<file path="src/rtl/codec_cfg_sequencer_if.sv">
// Handshake bundle between the codec config sequencer and the I2C byte engine.
// Latency: none, wires only.
// Backpressure: the engine stalls the sequencer through i2c_ready/i2c_busy.
interface codec_cfg_sequencer_if;
  logic       i2c_ready;
  logic       i2c_busy;
  logic       i2c_nack;
  logic       i2c_enable;
  logic [6:0] i2c_addr;
  logic [7:0] i2c_byte;

  // Sequencer side: issues byte requests, observes engine status
  modport master (
    input  i2c_ready, i2c_busy, i2c_nack,
    output i2c_enable, i2c_addr, i2c_byte
  );

  // Byte engine side
  modport slave (
    output i2c_ready, i2c_busy, i2c_nack,
    input  i2c_enable, i2c_addr, i2c_byte
  );
endinterface

</file>
<file path="src/rtl/codec_cfg_sequencer.sv">
// Walks a fixed 7-entry codec register table, sending each entry as two I2C bytes.
// Latency: one cycle per FSM hop; GAP_CYCLES idle cycles after every completed entry.
// Backpressure: holds i2c_enable/i2c_byte until i2c_busy rises; NACK retry under CODEC_CFG_RETRY_EN.
module codec_cfg_sequencer #(
  parameter logic [6:0] PERIPH_ADDR = 7'h1A,
  parameter int         GAP_CYCLES  = 1000,
  parameter int         MAX_RETRY   = 3
) (
  input  logic                         clk,
  input  logic                         reset,
  input  logic                         start,
  codec_cfg_sequencer_if.master        bus,
  output logic [2:0]                   step,
  output logic                         done,
  output logic                         error
);

  // Counter only ever needs to reach GAP_CYCLES-1
  localparam int GW = (GAP_CYCLES > 1) ? $clog2(GAP_CYCLES) : 1;
  localparam logic [GW-1:0] GAP_LAST = GW'(GAP_CYCLES - 1);

  typedef enum logic [3:0] {
    IDLE,
    WAIT_READY,
    SEND_HI,
    HOLD_HI,
    SEND_LO,
    HOLD_LO,
    GAP,
    DONE,
    ERROR
  } state_t;

  state_t          r_state;
  logic [2:0]      r_step;
  logic            r_enable;
  logic [7:0]      r_byte;
  logic            r_done;
  logic            r_error;
  logic [GW-1:0]   r_gap_cnt;
  logic [15:0]     w_entry;

`ifdef CODEC_CFG_RETRY_EN
  localparam int RW = (MAX_RETRY > 0) ? $clog2(MAX_RETRY + 1) : 1;
  localparam logic [RW-1:0] RETRY_LAST = RW'(MAX_RETRY);
  logic [RW-1:0]   r_retry;
  // Set when the current GAP is a back-off before resending the same entry
  logic            r_resend;
`endif

  // Table entry = {reg[6:0], data[8:0]}; the high byte is simply entry[15:8]
  function automatic logic [15:0] f_table(input logic [2:0] idx);
    case (idx)
      3'd0:    return {7'd15, 9'h000};
      3'd1:    return {7'd6,  9'h000};
      3'd2:    return {7'd4,  9'h012};
      3'd3:    return {7'd5,  9'h000};
      3'd4:    return {7'd7,  9'h080};
      3'd5:    return {7'd8,  9'h000};
      3'd6:    return {7'd9,  9'h001};
      default: return 16'h0000;
    endcase
  endfunction

  assign w_entry        = f_table(r_step);
  assign bus.i2c_enable = r_enable;
  assign bus.i2c_byte   = r_byte;
  assign bus.i2c_addr   = PERIPH_ADDR;
  assign step           = r_step;
  assign done           = r_done;
  assign error          = r_error;

  // Sequencer FSM with all outputs registered; async reset kills a transfer at once
  always_ff @(posedge clk or posedge reset) begin
    if (reset) begin
      r_state   <= IDLE;
      r_step    <= 3'd0;
      r_enable  <= 1'b0;
      r_byte    <= 8'h00;
      r_done    <= 1'b0;
      r_error   <= 1'b0;
      r_gap_cnt <= '0;
`ifdef CODEC_CFG_RETRY_EN
      r_retry   <= '0;
      r_resend  <= 1'b0;
`endif
    end else begin
      case (r_state)
        IDLE: begin
          r_state <= WAIT_READY;
          r_step  <= 3'd0;
        end

        WAIT_READY: begin
          if (bus.i2c_ready) begin
            r_state  <= SEND_HI;
            r_enable <= 1'b1;
            r_byte   <= w_entry[15:8];
          end
        end

        // Keep the request up with a stable byte until the engine takes it
        SEND_HI, SEND_LO: begin
          if (bus.i2c_busy) begin
            r_state  <= (r_state == SEND_HI) ? HOLD_HI : HOLD_LO;
            r_enable <= 1'b0;
          end
        end

        // NACK is only meaningful on the cycle busy drops
        HOLD_HI, HOLD_LO: begin
          if (!bus.i2c_busy) begin
            if (bus.i2c_nack) begin
`ifdef CODEC_CFG_RETRY_EN
              if (r_retry == RETRY_LAST) begin
                r_state <= ERROR;
                r_error <= 1'b1;
              end else begin
                r_retry   <= r_retry + RW'(1);
                r_resend  <= 1'b1;
                r_gap_cnt <= '0;
                r_state   <= GAP;
              end
`else
              r_state <= ERROR;
              r_error <= 1'b1;
`endif
            end else if (r_state == HOLD_HI) begin
              r_state  <= SEND_LO;
              r_enable <= 1'b1;
              r_byte   <= w_entry[7:0];
            end else begin
              r_state   <= GAP;
              r_gap_cnt <= '0;
`ifdef CODEC_CFG_RETRY_EN
              r_retry   <= '0;
              r_resend  <= 1'b0;
`endif
            end
          end
        end

        GAP: begin
          if (r_gap_cnt == GAP_LAST) begin
            r_gap_cnt <= '0;
`ifdef CODEC_CFG_RETRY_EN
            if (r_resend) begin
              r_resend <= 1'b0;
              r_state  <= WAIT_READY;
            end else if (r_step == 3'd6) begin
              r_state <= DONE;
              r_done  <= 1'b1;
            end else begin
              r_step  <= r_step + 3'd1;
              r_state <= WAIT_READY;
            end
`else
            if (r_step == 3'd6) begin
              r_state <= DONE;
              r_done  <= 1'b1;
            end else begin
              r_step  <= r_step + 3'd1;
              r_state <= WAIT_READY;
            end
`endif
          end else begin
            r_gap_cnt <= r_gap_cnt + GW'(1);
          end
        end

        // Terminal states: only start re-runs the table from entry 0
        DONE, ERROR: begin
          if (start) begin
            r_state <= WAIT_READY;
            r_step  <= 3'd0;
            r_done  <= 1'b0;
            r_error <= 1'b0;
`ifdef CODEC_CFG_RETRY_EN
            r_retry  <= '0;
            r_resend <= 1'b0;
`endif
          end
        end

        default: begin
          r_state  <= IDLE;
          r_enable <= 1'b0;
        end
      endcase
    end
  end

endmodule

</file>
<file path="src/flat_wrapper.sv">
// flat-port wrapper written by rule: the top's interface ports become plain ports
module codec_cfg_sequencer_flat 
#(
  parameter logic [6:0] PERIPH_ADDR = 7'h1A,
  parameter int         GAP_CYCLES  = 1000,
  parameter int         MAX_RETRY   = 3
)
  (clk, reset, start, step, done, error, bus_i2c_ready, bus_i2c_busy, bus_i2c_nack, bus_i2c_enable, bus_i2c_addr, bus_i2c_byte);
  codec_cfg_sequencer_if bus_i ();
  input  logic clk;
  input  logic reset;
  input  logic start;
  output logic [2:0] step;
  output logic done;
  output logic error;
  input wire logic [$bits(bus_i.i2c_ready)-1:0] bus_i2c_ready;
  input wire logic [$bits(bus_i.i2c_busy)-1:0] bus_i2c_busy;
  input wire logic [$bits(bus_i.i2c_nack)-1:0] bus_i2c_nack;
  output wire logic [$bits(bus_i.i2c_enable)-1:0] bus_i2c_enable;
  output wire logic [$bits(bus_i.i2c_addr)-1:0] bus_i2c_addr;
  output wire logic [$bits(bus_i.i2c_byte)-1:0] bus_i2c_byte;
  assign bus_i.i2c_ready = bus_i2c_ready;
  assign bus_i.i2c_busy = bus_i2c_busy;
  assign bus_i.i2c_nack = bus_i2c_nack;
  assign bus_i2c_enable = bus_i.i2c_enable;
  assign bus_i2c_addr = bus_i.i2c_addr;
  assign bus_i2c_byte = bus_i.i2c_byte;
  codec_cfg_sequencer #(.PERIPH_ADDR(PERIPH_ADDR), .GAP_CYCLES(GAP_CYCLES), .MAX_RETRY(MAX_RETRY)) u_core (.clk(clk), .reset(reset), .start(start), .bus(bus_i), .step(step), .done(done), .error(error));
endmodule
</file>
<file path="config.mk">
export PLATFORM = sky130hd
export DESIGN_NAME = codec_cfg_sequencer_flat
export DESIGN_NICKNAME = d
export VERILOG_FILES = /design/src/rtl/codec_cfg_sequencer_if.sv /design/src/rtl/codec_cfg_sequencer.sv /design/src/flat_wrapper.sv
export SDC_FILE = /design/constraint.sdc
export NUM_CORES = 1
export LEC_CHECK = 0
export CORE_ASPECT_RATIO = 1.2
export CORE_MARGIN = 2
export CORE_UTILIZATION = 54
export CTS_CLUSTER_DIAMETER = 60
export CTS_CLUSTER_SIZE = 8
export DETAILED_ROUTE_END_ITERATION = 10
export PLACE_DENSITY = 0.8
export SLEW_MARGIN = 20
export SYNTH_ARGS = -nofsm -noshare
export SYNTH_HDL_FRONTEND = slang
export SYNTH_SLANG_ARGS = --single-unit
export TNS_END_PERCENT = 30
</file>
<file path="constraint.sdc">
create_clock -name clk -period 2.5 [get_ports clk]
set_clock_uncertainty 0.15 [all_clocks]
set_input_delay 0.625 -clock clk [delete_from_list [all_inputs] [get_ports clk]]
set_output_delay 0.625 -clock clk [all_outputs]
set_load 0.01 [all_outputs]
</file>
==> results.yml, run 1 <==
cells_and_area:
  finalInstanceArea_um2: 1999
  stdcell_count: 259
  nFillCells: 276
  layout_commonest_cell: "dfrtp_1"
  final_cell_mix: "26 x dfrtp_1, 17 x clkdlybuf4s50_1, 15 x nand2_1"
  antenna_cells: 0
  fin_nets: 235
  drive_gt1_share_pct: 9.417
  seqCellArea_um2: 650.6
  multi_input_area_um2: 964.7
  syn_to_final_growth_pct: 14.72
pwr:
  p_per_area_nw_per_um2: 959.0
  peakVddDrop_v: 0.0006402
  power_leakage_nw: 0.8456
  total_power_mw: 1.918
synthesis:
  ys_ff_latch: 26
  syn_area_um2: 1743
  syn_inst: 204
  synthArstFlopShare_pct: 100.0
  syn_avg_cell_area_um2: 8.544
  synth_edf_count: 0
  synth_cell_types: 53
  ys_warn_count: 0
  ys.flop_type: "dfrtp_1"
  synth.yosys.seq_area_share_pct: 37.33
routing:
  viasPerCell: 6.174
  drtIter0Drc: 70
  avgRoutedWirePerCell_um: 14.88
  drt-pass1-iter-count: 4
  vias: 1599
  drc: 0
  drt-total-wl_um: 3853
  ant_nets: 0
floorplanning:
  num_rows: 22
  chipHeight_um: 66.24
  design.die.area_um2: 3700
  pin_count: 27
  core_um2: 3083
  floorplan.initialDensity_pct: 56.53
  fp.dieW_um: 55.86
min_path:
  holdCritPathClass: "register to register"
  min_from: "u_core.bus.i2c_byte[0]$_DFFE_PP0P_"
  hold_depth: 2
  whs_endpoint: "u_core.bus.i2c_byte[0]$_DFFE_PP0P_"
global_routing:
  grt_max_degree: 27
  track_usage_pct: 22.20
  grt_pass1_wl_um: 6548
  grt_pass1_vias: 1466
  grt_overflow: 0
  antenna_found_initial: 0
clocking:
  htree_levels: 1
  clock-root-buffer: "clkbuf_4"
  cts_tree: "yes"
  clkTransAtPathRegs_ns: 0.15
  cts.sinks: 26
  postCtsSetupBuffers: 0
  postCtsHoldBufs: 0
  insertion_delay_ns: 0.33
  numCtsBuffers: 3
  cts_buffer_depth: 2
  cts-resized-gates: 0
status:
  status: "finished clean"
critical_path:
  critPathLaunchType: "input pin"
  critPathMaxStageDelay_ns: 0.52
  critPathMaxFanout: 3
  reg2reg_from: "u_core.r_state[0]$_DFFE_PP0P_"
  endpoint_kind: "register"
  cp_data_arrival_time_ns: 2.38
  r2r_slack_ns: 0.31
  crit_required_ns: 2.58
  crit_slowest_cell: "clkdlybuf4s50_1"
  reg2reg_depth: 5
  path_cells: "clkdlybuf4s50_1 -> xor2_1 -> nor2b_1 -> or3_1 -> or4_1 -> o311ai_1"
  rr_endpoint: "u_core.r_state[1]$_DFFE_PP0P_"
  path_class: "input pin to register"
placed_design:
  io_buffers: 17
  place_inst: 255
  gp_congestion: 0.8613
  dpl_cell_area_um2: 1947
  dp_hpwl_um: 2848
timing:
  rsz0062_at_grt: "false"
  final-hold-violation-count: 0
  fmaxAchievable_mhz: 435.4
  finalMaxSlewViolations: 0
  min_period_ns: 2.297
  period_share_pct: 91.88
  final-setup-viol-count: 0
job:
  maxCapViolCount: 0
==> area by class of cell <==
type                    count  share of cell area [%]
multi-input cells         157                   48.25
flip-flops and latches     26                   32.54
repair buffers             29                   13.02
well taps                  36                   2.253
clock inverters             1                   1.502
inverters                   7                   1.314
clock buffers               3                   1.126
==> cells in the mapped netlist (3+ instances only) <==
master    instances  area (um^2)
dfrtp_1          26        650.6
inv_1             7        26.28
a31oi_1           5        31.28
buf_2             3        15.01
o21ai_1          12        60.06
nor3_1            6        30.03
o21ai_0          12        60.06
nor2b_1           4        25.02
nand2_1          15        56.30
clkbuf_1          7        26.28
a21oi_1          12        60.06
nor2_1           14        52.55
or3_1             3        18.77
or4_1             3        22.52
a22o_1            4        35.03
a21o_1            3        22.52
ha_1              5        62.56
buf_4            10        75.07
nand3_1           9        45.04
==> registers in the layout (all words and copies together), names as in the netlist <==
name,count
u_core.r_state,4
u_core.r_gap_cnt,10
u_core.error,1
u_core.bus.i2c_enable,1
u_core.step,3
u_core.bus.i2c_byte,6
u_core.done,1
==> per-layer routing <==
layer	track usage (%)	wire length, um	vias up
met4	11.61	115	0
met3	3.718	219	11
met5	0	0	-
li1	-	-	770
met1	26.54	1632	762
met2	38.39	1886	56
==> how the worst max path moves through the flow <==
stage                                                  to  slack (ns)  cells after the start                  startpoint
after floorplan           u_core.r_gap_cnt[7]$_DFFE_PP0P_        0.44                      5                bus_i2c_nack
after global placement      u_core.r_state[1]$_DFFE_PP0P_       -0.04                      6                bus_i2c_busy
after detailed placement    u_core.r_state[1]$_DFFE_PP0P_       -0.11                      6                bus_i2c_busy
after CTS                   u_core.r_state[1]$_DFFE_PP0P_        0.22                      6                bus_i2c_busy
after global routing                              step[2]        0.14                      1  u_core.step[2]$_DFFE_PP0P_
final                       u_core.r_state[1]$_DFFE_PP0P_        0.20                      6                bus_i2c_busy
==> through the flow <==
stage               setup TNS (ns)  util, %  setup WS, ns  hold slack, ns
floorplan                        0        -        0.4416          0.2931
global placement          -0.04502    63.15      -0.04251          0.3111
detailed placement         -0.2004    63.15       -0.1140          0.3196
CTS                              0    64.85        0.2176          0.3541
global route                     0    64.85        0.1353          0.3657
finish                           0    64.85        0.2031          0.3478
==> critical path: cells and delay by family <==
| kind | cells | cell delay (ns) |
|---|---|---|
| AOI/OAI and AO/OA | 1 | 0.10 |
| xor gates and xnor gates | 1 | 0.22 |
| buffers and inverters | 1 | 0.52 |
| and+or+nand+nor | 3 | 0.91 |
==> power breakdown <==
part / total (mW) / switching, mW / internal, mW / leakage (nW)
combinational: 0.888 / 0.448 / 0.440 / 0.486
clock: 0.295 / 0.133 / 0.162 / 0.0279
sequential: 0.735 / 0.176 / 0.559 / 0.332
total: 1.92 / 0.757 / 1.16 / 0.846
==> cells by family after synthesis <==
family,synth area share (%)
multiplexers,2.441
other,0.4309
AND/OR/NAND/NOR,23.04
AO/OA/AOI/OAI,23.33
XOR/XNOR,1.005
buffers and inverters,8.830
adder cells (fa/ha/maj),3.589
flip-flops,37.33
No activity file was read; power rests on OpenSTA's default activity.
==> run 2, diff against run 1 <==
--- a/config.mk
+++ b/config.mk
@@ -5,7 +5,6 @@
 export SDC_FILE = /design/constraint.sdc
 export NUM_CORES = 1
 export LEC_CHECK = 0
-export CORE_ASPECT_RATIO = 1.2
 export CORE_MARGIN = 2
 export CORE_UTILIZATION = 54
 export CTS_CLUSTER_DIAMETER = 60
==> run 2 against run 1 <==
Non-clock buffer count down 1; register-to-register slack about the same; sequential power down 1%; critical path depth unchanged; worst hold slack better by 0.0065 ns; total power down 6.2%; clock power down 39%; combinational power up 0.8%; global-route usage up 1.7 points; critical endpoint unchanged; largest cell class unchanged; highest routed layer unchanged.
==> results.yml, run 2 (synthesized netlist as in run 1, its figures left out) <==
pwr:
  power_leakage_nw: 0.8271
  peakVddDrop_v: 0.0004418
  p_per_area_nw_per_um2: 912.5
clocking:
  htree_levels: 1
  clkTransAtPathRegs_ns: 0.15
  insertion_delay_ns: 0.32
  clock-root-buffer: "clkbuf_4"
  cts.sinks: 26
  cts-resized-gates: 0
  numCtsBuffers: 3
  postCtsHoldBufs: 0
  postCtsSetupBuffers: 0
  cts_buffer_depth: 2
  cts_tree: "yes"
global_routing:
  track_usage_pct: 23.89
  grt_overflow: 0
  grt_max_degree: 27
  antenna_found_initial: 0
  grt_pass1_vias: 1473
  grt_pass1_wl_um: 6727
critical_path:
  reg2reg_depth: 5
  path_class: "input pin to register"
  endpoint_kind: "register"
  path_buf_inv: 1
  rr_endpoint: "u_core.r_state[1]$_DFFE_PP0P_"
  crit_required_ns: 2.57
  critPathMaxFanout: 3
  r2r_slack_ns: 0.30
  cpLargestDelayFamily: "simple AND/OR/NAND/NOR gates"
  crit_end: "u_core.r_state[1]$_DFFE_PP0P_"
  cp_data_arrival_time_ns: 2.38
  critPathMaxStageDelay_ns: 0.52
  cp.depth: 6
  path_cells: "clkdlybuf4s50_1 -> xor2_1 -> nor2b_1 -> or3_1 -> or4_1 -> o311ai_1"
  crit_slowest_cell: "clkdlybuf4s50_1"
  critPathLaunchType: "input pin"
  reg2reg_from: "u_core.r_state[0]$_DFFE_PP0P_"
  startpoint: "bus_i2c_busy"
timing:
  final-hold-violation-count: 0
  fmaxAchievable_mhz: 434.4
  min_period_ns: 2.302
  final-setup-viol-count: 0
  setup-tns-final_ns: 0
  setup_ws_ns: 0.1979
  slew_headroom_pct: 66.86
  rsz0062_at_grt: "false"
  worst_slew_pin_slew_ns: 0.4846
  finalMaxSlewViolations: 0
  period_share_pct: 92.08
placed_design:
  place_inst: 262
  dpl_cell_area_um2: 1949
  post-place-ws_ns: -0.1201
  gp_congestion: 0.8956
  io_buffers: 17
  dp_hpwl_um: 2958
cells_and_area:
  finalInstanceArea_um2: 1972
  stdcell_count: 265
  antenna_cells: 0
  syn_to_final_growth_pct: 13.14
  largest_reg_flops: 10
  postLayoutCoreUtil_pct: 64.59
  drive_gt1_share_pct: 8.597
  final_cell_mix: "26 x dfrtp_1, 17 x clkdlybuf4s50_1, 15 x nand2_1"
  fin_nets: 234
  layout_commonest_cell: "dfrtp_1"
  regMostFlops: "u_core.r_gap_cnt"
floorplanning:
  design.die.area_um2: 3698
  chipHeight_um: 60.81
  pin_count: 27
  fp.dieW_um: 60.81
  core_um2: 3053
  floorplan.initialDensity_pct: 57.09
  num_rows: 20
min_path:
  hold_depth: 2
  holdCritPathClass: "register to register"
routing:
  vias: 1573
  drt-pass1-iter-count: 4
  wirelength_met1_um: 1776
  top_layer: "met4"
  viasPerCell: 5.936
  avgRoutedWirePerCell_um: 14.99
  ant_nets: 0
  drc: 0
  drt-total-wl_um: 3973
  drtIter0Drc: 119
  routed-wl-met2_um: 1985
  met3_length_um: 189
job:
  maxCapViolCount: 0
status:
  status: "finished clean"
run 2: layout make-up:
type / instances / area, um^2
Inverter: 7 / 26.28
Timing Repair Buffer: 28 / 252.7
Clock buffer: 3 / 22.52
Sequential cell: 26 / 650.6
Tap cell: 44 / 55.05
Fill cell: 277 / 1081
Multi-Input combinational cell: 157 / 964.7
run 2: how the worst min path moves through the flow:
stage / from / endpoint
floorplan: u_core.r_gap_cnt[8]$_DFFE_PP0P_ / u_core.r_gap_cnt[8]$_DFFE_PP0P_
global placement: u_core.r_gap_cnt[8]$_DFFE_PP0P_ / u_core.r_gap_cnt[8]$_DFFE_PP0P_
detailed placement: u_core.bus.i2c_byte[7]$_DFFE_PP0P_ / u_core.bus.i2c_byte[7]$_DFFE_PP0P_
CTS: u_core.r_gap_cnt[9]$_DFFE_PP0P_ / u_core.r_gap_cnt[9]$_DFFE_PP0P_
global route: u_core.bus.i2c_byte[0]$_DFFE_PP0P_ / u_core.bus.i2c_byte[0]$_DFFE_PP0P_
finish: u_core.bus.i2c_byte[7]$_DFFE_PP0P_ / u_core.bus.i2c_byte[7]$_DFFE_PP0P_
run 2: through the flow:
step | hold slack, ns | total power [mW]
2_1_floorplan | 0.2931 | 1.345
3_3_place_gp | 0.3118 | 1.570
3_5_place_dp | 0.3280 | 1.619
4_1_cts | 0.3593 | 1.799
5_1_grt | 0.3818 | 1.951
6_report | 0.3543 | 1.799
run 2: worst min-delay path, stage by stage (launching register included):
cell	delay (ns)
dfrtp_1	0.37
nand2_1	0.05
o21ai_0	0.06
run 2: per-layer routing:
layer  vias to the layer above  track usage [%]
li1                        758                -
met1                       760            33.56
met2                        53            38.71
met3                         2            3.625
met4                         0            6.211
met5                         -                0
run 2: report_power, final:
| part | total [mW] | switching, mW | internal [mW] |
|---|---|---|---|
| registers | 0.725 | 0.165 | 0.559 |
| clock network | 0.180 | 0.124 | 0.0563 |
| logic | 0.895 | 0.461 | 0.433 |
| total | 1.80 | 0.751 | 1.05 |
